==> src/rtl/branch_pkg.sv <==
// Shared types for the branch resolve queue.
// Entry layout, FSM states and ISA constants.
package branch_pkg;

  localparam int BRQ_XLEN   = 32;
  localparam int BRQ_IDX_W  = 10;
  localparam int INSN_BYTES = 4;

  typedef enum logic {
    RUN     = 1'b0,
    RECOVER = 1'b1
  } brq_state_e;

  typedef struct packed {
    logic [BRQ_XLEN-1:0]  pc;
    logic [BRQ_IDX_W-1:0] pred_idx;
    logic                 pred_taken;
    logic [BRQ_XLEN-1:0]  pred_target;
  } brq_entry_t;

endpackage

==> src/rtl/brq_sat_counter.sv <==
// Saturating event counter.
// Sticks at all-ones instead of wrapping.
module brq_sat_counter #(
  parameter int W = 32
) (
  input  logic         clk,
  input  logic         rst,
  input  logic         inc,
  output logic [W-1:0] value
);

  // count events, hold at the top value
  always_ff @(posedge clk) begin
    if (rst)
      value <= '0;
    else if (inc && value != '1)
      value <= value + W'(1);
  end

endmodule

==> src/rtl/branch_resolve_queue.sv <==
// In-order in-flight branch queue feeding gshare training.
// Entry widths follow the branch_pkg constants.
module branch_resolve_queue
  import branch_pkg::*;
#(
  parameter int DEPTH = 4,
  parameter int IDX_W = BRQ_IDX_W,
  parameter int XLEN  = BRQ_XLEN
) (
  input  logic                       clk,
  input  logic                       rst,
  input  logic                       enq_valid,
  output logic                       enq_ready,
  input  logic [XLEN-1:0]            enq_pc,
  input  logic [IDX_W-1:0]           enq_pred_idx,
  input  logic                       enq_pred_taken,
  input  logic [XLEN-1:0]            enq_pred_target,
  input  logic                       res_valid,
  input  logic                       res_taken,
  input  logic [XLEN-1:0]            res_target,
  input  logic                       flush,
  output logic                       upd_write,
  output logic                       upd_outcome,
  output logic [IDX_W-1:0]           upd_idx,
  output logic                       mispredict,
  output logic [XLEN-1:0]            redirect_pc,
  output logic                       res_err,
  output logic [$clog2(DEPTH+1)-1:0] count,
  output logic [31:0]                br_cnt,
  output logic [31:0]                mp_cnt
);

  localparam int PTR_W = $clog2(DEPTH);
  localparam int CNT_W = $clog2(DEPTH+1);
  localparam logic [CNT_W-1:0] FULL = CNT_W'(DEPTH);

  brq_entry_t       q_mem [DEPTH];
  brq_entry_t       head_e;
  brq_entry_t       new_e;
  logic [PTR_W-1:0] head;
  logic [PTR_W-1:0] tail;
  brq_state_e       state;

  logic            in_run;
  logic            res_acc;
  logic            res_bad;
  logic            enq_fire;
  logic            miss;
  logic            mp_fire;
  logic            clear;
  logic [XLEN-1:0] redir;

  assign head_e = q_mem[head];
  assign in_run = (state == RUN);

  assign enq_ready = in_run && (count != FULL) && !flush;
  assign enq_fire  = enq_valid && enq_ready;

  assign res_acc = res_valid && in_run && (count != '0);
  assign res_bad = res_valid && !res_acc;

  assign miss = (head_e.pred_taken != res_taken) ||
                (res_taken && head_e.pred_target != res_target);

  // an external flush wins over redirecting on a mispredict
  assign mp_fire = res_acc && miss && !flush;
  assign clear   = flush || mp_fire;

  assign redir = res_taken ? res_target
                           : head_e.pc + XLEN'(INSN_BYTES);

  assign new_e.pc          = enq_pc;
  assign new_e.pred_idx    = enq_pred_idx;
  assign new_e.pred_taken  = enq_pred_taken;
  assign new_e.pred_target = enq_pred_target;

  // write the tail slot; stale slots are ignored once pointers reset
  always_ff @(posedge clk) begin
    if (enq_fire)
      q_mem[tail] <= new_e;
  end

  // head/tail/count bookkeeping with single-cycle clear
  always_ff @(posedge clk) begin
    if (rst || clear) begin
      head  <= '0;
      tail  <= '0;
      count <= '0;
    end else begin
      if (res_acc)
        head <= head + PTR_W'(1);
      if (enq_fire)
        tail <= tail + PTR_W'(1);
      count <= count + CNT_W'(enq_fire)
                     - CNT_W'(res_acc);
    end
  end

  // RUN/RECOVER sequencing; RECOVER lasts one cycle
  always_ff @(posedge clk) begin
    if (rst) begin
      state <= RUN;
    end else begin
      unique case (1'b1)
        flush:   state <= RUN;
        mp_fire: state <= RECOVER;
        default: state <= RUN;
      endcase
    end
  end

  // registered predictor update and redirect pulses
  always_ff @(posedge clk) begin
    if (rst) begin
      upd_write   <= 1'b0;
      upd_outcome <= 1'b0;
      upd_idx     <= '0;
      mispredict  <= 1'b0;
      redirect_pc <= '0;
      res_err     <= 1'b0;
    end else begin
      upd_write   <= res_acc;
      upd_outcome <= res_acc && res_taken;
      upd_idx     <= res_acc ? head_e.pred_idx : '0;
      mispredict  <= mp_fire;
      redirect_pc <= mp_fire ? redir : '0;
      res_err     <= res_bad;
    end
  end

  brq_sat_counter #(.W(32)) u_br_cnt (
    .clk   (clk),
    .rst   (rst),
    .inc   (res_acc),
    .value (br_cnt)
  );

  brq_sat_counter #(.W(32)) u_mp_cnt (
    .clk   (clk),
    .rst   (rst),
    .inc   (mp_fire),
    .value (mp_cnt)
  );

endmodule
==> config.mk <==
export PLATFORM = sky130hd
export DESIGN_NAME = branch_resolve_queue
export DESIGN_NICKNAME = d
export VERILOG_FILES = /design/src/rtl/branch_pkg.sv /design/src/rtl/brq_sat_counter.sv /design/src/rtl/branch_resolve_queue.sv
export SDC_FILE = /design/constraint.sdc
export NUM_CORES = 1
export LEC_CHECK = 0
export CORE_AREA = 5 5 192 213
export CTS_BUF_LIST = sky130_fd_sc_hd__clkbuf_16
export DETAILED_ROUTE_END_ITERATION = 8
export DIE_AREA = 0 0 197 218
export PLACE_DENSITY = 0.69
export SYNTH_ARGS = -nofsm -noshare
export SYNTH_HDL_FRONTEND = slang
export SYNTH_SLANG_ARGS = --single-unit
==> constraint.sdc <==
create_clock -name clk -period 3.9 [get_ports clk]
set_input_delay 1.17 -clock clk [delete_from_list [all_inputs] [get_ports clk]]
set_output_delay 1.17 -clock clk [all_outputs]
set_load 0.02 [all_outputs]
* Word level (Yosys, flattened, before mapping)
Memory sizes are Yosys's and may differ from the RTL's. A register that Yosys moved wholly into a read port is not among the register bits. Cells that the tools add are included.
Storage, ports and cells: memories kept 1, input port bits 113, register bits after elaboration 118, output and inout bits 114, RAM bits 300, word-level logic and storage cells 54
Cells by class: bitwise operators 3, reduce and logical (&&, ||, !) cells 20, add/subtract/negate cells 7, equal/unequal tests 5, muxes and demuxes 6
Memory list:
- q_mem | words 4, width 75, read ports 1, clocked after memory_dff 1, write ports 1, RTL line branch_resolve_queue.sv:37 | brq_entry_t q_mem [DEPTH];
Operators with widths (number):
- adder 32 x 1 -> 32 bit, second input constant | 2
- inequality test 32 bit, second input constant | 2
- adder 32 x 3 -> 32 bit, second input constant | 1
- 2-to-1 mux 32 bit | 1
- inequality test 32 bit | 1
- logical AND 1 bit | 12
- adder 2 x 1 -> 2 bit, second input constant | 2
- 2-to-1 mux 2 bit | 2
- OR reduction 2 bit | 2
- adder 3 x 1 -> 3 bit | 1
- logical OR 1 bit | 3
- 2-to-1 mux 1 bit | 3
- inequality test 3 bit, second input constant | 1
- NOT 1 bit | 3
- nonzero test 3 bit | 1
- subtractor 3 x 1 -> 3 bit | 1
- logical NOT 1 bit | 2
- inequality test 1 bit | 1

* Logic depth before layout (Yosys ltp)
Gate-level depths: netlist of the first run.
depth after elaboration 8, depth in mapped cells 14

* Modules after synthesis
From an unflattened synthesis of the first run, not the netlist that was laid out.
Unflattened totals: cells, all modules 1169, area, all modules 17431.7 µm²
By module, submodules not included:
- branch_resolve_queue | times used 1, area each 14083.5 µm², sequential area each 10109.7 µm², cells an instance 771
- brq_sat_counter | times used 2, area each 1674.1 µm², sequential area each 640.6 µm², cells an instance 199

* Worst setup path before layout of the first run
OpenSTA, ideal clock, no wires.
path type input -> register, from in flush, to mem q_mem[0][0] (netlist bit), enable pin, data required time 3.458 ns, arrival time 3.840 ns, slack -0.382 ns, stages 2, buffers on the path 0, cells stage by stage a211oi_1 and3_1
On the way: longest elaborated chain between the ends 5
Ends and longest elaborated chain:
- start, declared | RTL line branch_resolve_queue.sv:21 | input logic flush,
- logical NOT 1 bit | RTL line branch_resolve_queue.sv:56 | assign enq_ready = in_run && (count != FULL) && !flush;
- logical AND 1 bit | RTL line branch_resolve_queue.sv:56
- logical AND 1 bit | RTL line branch_resolve_queue.sv:57 | assign enq_fire = enq_valid && enq_ready;
- 2-to-1 mux 1 bit | RTL line branch_resolve_queue.sv:79 | if (enq_fire)
- 2-to-1 mux 1 bit (implied by the code) | RTL line branch_resolve_queue.sv:80 | q_mem[tail] <= new_e;
- end, declared | RTL line branch_resolve_queue.sv:37
Every way passes these cells.

* Final worst setup path of the first run
from in flush, to out enq_ready
On the way: longest elaborated chain between the ends 2
Ends and longest elaborated chain:
- logical NOT 1 bit | RTL line branch_resolve_queue.sv:56
- logical AND 1 bit | RTL line branch_resolve_queue.sv:56
- end, declared | RTL line branch_resolve_queue.sv:13 | output logic enq_ready,
Every way passes these cells.

==> impl_metrics.py, run 1 <==
metrics = {
    "floorplan": {
        "fp.dieH_um": 218,
        "io_pins": 227,
        "die_w_um": 197,
        "rows": 76,
        "start_util": 0.4433,
        "dieArea_um2": 42950,
        "core_um2": 38610,
    },
    "power": {
        "switchingPower_mw": 2.019,
        "p_total_mw": 9.369,
        "p_sw_frac": 0.2155,
        "p_per_area_nw_per_um2": 435.9,
        "clkPwrFrac": 0.420,
        "combinationalPowerShare": 0.061,
        "seqPwrFrac": 0.519,
        "power_leakage_nw": 7.036,
        "vdd_drop_max_mv": 0.3911,
        "power.internal_mw": 7.349,
    },
    "clock_tree": {
        "post_cts_resized": 0,
        "holdBufCountCts": 0,
        "cts.sinks": 419,
        "clk_pin_slew_ps": 60,
        "htreeDepth": 2,
        "clock_path_buffers": 3,
        "cts_tree": "built",
        "clock_latency_ps": 580,
        "cts_setup_buffers": 0,
        "cts_root_buf": "clkbuf_16",
        "numCtsBuffers": 43,
    },
    "drt": {
        "first_iter_violations": 747,
        "viasPerCell": 5.352,
        "remaining_drc_errors": 0,
        "num_vias": 10378,
        "wirelength_um": 40880,
        "drt-pass1-iter-count": 6,
        "avgRoutedWirePerCell_um": 21.08,
        "ant_nets": 0,
    },
    "sta": {
        "worst_slew_pin_slew_ps": 597.8,
        "setup-tns-final_ps": 0,
        "skew_ps": 27.40,
        "finalSetupViolations": 0,
        "min_period_ps": 3749,
        "period_share": 0.9614,
        "rsz0062_at_grt": "false",
        "maxSlewHeadroom": 0.6014,
        "max_freq_ghz": 0.2667,
        "finalHoldViolations": 0,
        "slew_viol_final": 0,
    },
    "yosys": {
        "yosysTopAreaCell": "edfxtp_1",
        "postSynthCellCount": 1137,
        "async_flop_share": 0,
        "synth_cell_types": 62,
        "synth_edf_count": 300,
        "synth-seq-cells": 419,
        "syn_nets": 1260,
        "yosys_most_used_dff": "edfxtp_1",
        "avgSynthCellArea_um2": 15.05,
        "yosysTopAreaCellShare": 0.5264,
        "ys_seq_area_frac": 0.6655,
        "synth_warnings": 0,
        "syn_area_um2": 17120,
        "synth_area_leaders": "edfxtp_1 53%, dfxtp_1 14%, mux4_2 8.4%, nor2_1 2.5%, xor2_1 2.5%",
    },
    "cells_and_area": {
        "nNetsFinal": 1516,
        "layout_common_cells": "300 x edfxtp_1, 225 x clkdlybuf4s50_1, 117 x dfxtp_1",
        "final_util": 0.5567,
        "final_common_cell": "edfxtp_1",
        "final_area_um2": 21490,
        "area_growth_pct": 25.58,
        "final.fill_count": 3163,
        "drive_above_1_share": 0.1380,
    },
    "global_routing": {
        "grt_usage": 0.1880,
        "grt_antenna_before_repair": 8,
        "grt_max_degree": 76,
        "grt_pass1_wl_um": 61840,
        "globalRouteOverflowTotal": 0,
        "grt_pass1_vias": 10360,
    },
    "setup_path": {
        "cpPeakStageDelay_ps": 670,
        "end_kind": "output pin",
        "start_kind": "primary input",
        "crit_slowest_cell": "clkdlybuf4s50_1",
        "crit_required_ps": 2730,
        "cp_data_arrival_time_ps": 2580,
        "crit_type": "primary input to output pin",
        "path_buf_inv": 2,
        "cpMostUsedCell": "clkdlybuf4s50_1",
        "cp_top_family": "buffers and inverters",
        "worst-path-max-fanout": 2,
        "crit_chain": "clkdlybuf4s50_1 -> a211oi_1 -> clkdlybuf4s50_1",
    },
    "flow_run": {
        "drv_cap": 0,
    },
    "worst_hold_path": {
        "min-delay-path-class": "register to register",
    },
    "placed_design": {
        "io_buffers": 226,
        "post_dp_cell_area_um2": 20120,
        "hpwl_um": 28290,
        "gp_congestion": 0.8098,
    },
    "run_status": {
        "status": "finished clean",
    },
}
==> routing by layer <==
metal  wire length, um  track usage
met1             16900       0.2533
met2             19980       0.3071
met3              2944      0.04110
met4               981      0.05895
met5                71            0
==> state kept, by name, summed over array words and instances (netlist names), named ones only <==
signal and count:
upd_outcome 1, tail 2, res_err 1, u_br_cnt.value 32, upd_idx 10, head 2, state 1, upd_write 1
u_mp_cnt.value 32, redirect_pc 32, count 3, q_mem 300
==> logic make-up after synthesis <==
family                   synth area share
AND/OR/NAND/NOR                    0.1094
adder cells (fa/ha/maj)          0.007749
buffers and inverters             0.02164
flip-flops                         0.6655
AO/OA/AOI/OAI                     0.02756
multiplexers                       0.1200
XOR/XNOR                          0.04810
==> worst min-delay path, stage by stage (launching register included) <==
cell,delay [ps]
dfxtp_1,340
nand2_1,70
a21oi_1,50
==> synthesized netlist by cell type (all sizes together), types with 19 or more instances <==
| master | number |
|---|---|
| clkbuf | 25 |
| nor2 | 115 |
| nor2b | 33 |
| nand3 | 30 |
| nand2 | 50 |
| inv | 19 |
| xor2 | 48 |
| a21oi | 24 |
| edfxtp | 300 |
| mux4 | 66 |
| dfxtp | 119 |
| mux2i | 27 |
| xnor2 | 46 |
| nand4 | 31 |
| mux2 | 22 |
| nor3 | 21 |
| buf | 26 |
==> stage by stage <==
| stage | setup slack (ps) | hold WS, ps | cells |
|---|---|---|---|
| CTS | 133.2 | 505.4 | 1935 |
| detailed placement | 43.91 | 496.1 | 1855 |
| finish | 150.6 | 503.4 | 1939 |
| floorplan | 353.3 | 469.2 | 1137 |
| global placement | -58.29 | 480.7 | 1855 |
| global route | 105.9 | 520.9 | 1937 |
==> worst paths after layout <==
kind | startpoint | endpoint | slack [ps] | cells past startpoint
setup / recovery | flush | enq_ready | 150 | 3
hold / removal | tail[1]$_SDFFE_PP0P_ | tail[1]$_SDFFE_PP0P_ | 500 | 2
setup reg to reg | register | u_mp_cnt.value[22]$_SDFFE_PP0P_ | 440 | 10
hold reg to reg | tail[1]$_SDFFE_PP0P_ | tail[1]$_SDFFE_PP0P_ | 500 | 2
==> area by class of cell <==
cell class,count,area [um^2],area share
Multi-Input combinational cell,647,5374,0.2500
Timing Repair Buffer,262,2640,0.1228
Sequential cell,419,11400,0.5303
Clock inverter,35,235.2,0.01094
Inverter,20,75.07,0.003493
Antenna cell,4,10.01,0.0004657
Tap cell,507,634.4,0.02951
Clock buffer,45,1126,0.05239
==> power by group through the flow <==
stage	Clock (mW)	Combinational (mW)	Sequential (mW)
floorplan	0	0.269	4.97
global placement	0	0.562	4.96
detailed placement	0	0.570	4.96
CTS	4.05	0.573	4.86
global route	4.24	0.611	4.87
finish	3.94	0.568	4.86
(Power assumes the default switching activity.)
==> run 2, diff against run 1 <==
--- a/config.mk
+++ b/config.mk
@@ -5,6 +5,7 @@
 export SDC_FILE = /design/constraint.sdc
 export NUM_CORES = 1
 export LEC_CHECK = 0
+export CAP_MARGIN = 25
 export CORE_AREA = 5 5 192 213
 export CTS_BUF_LIST = sky130_fd_sc_hd__clkbuf_16
 export DETAILED_ROUTE_END_ITERATION = 8
==> results of run 2 <==
Final layout, timing and power as in run 1 (identical DEF).
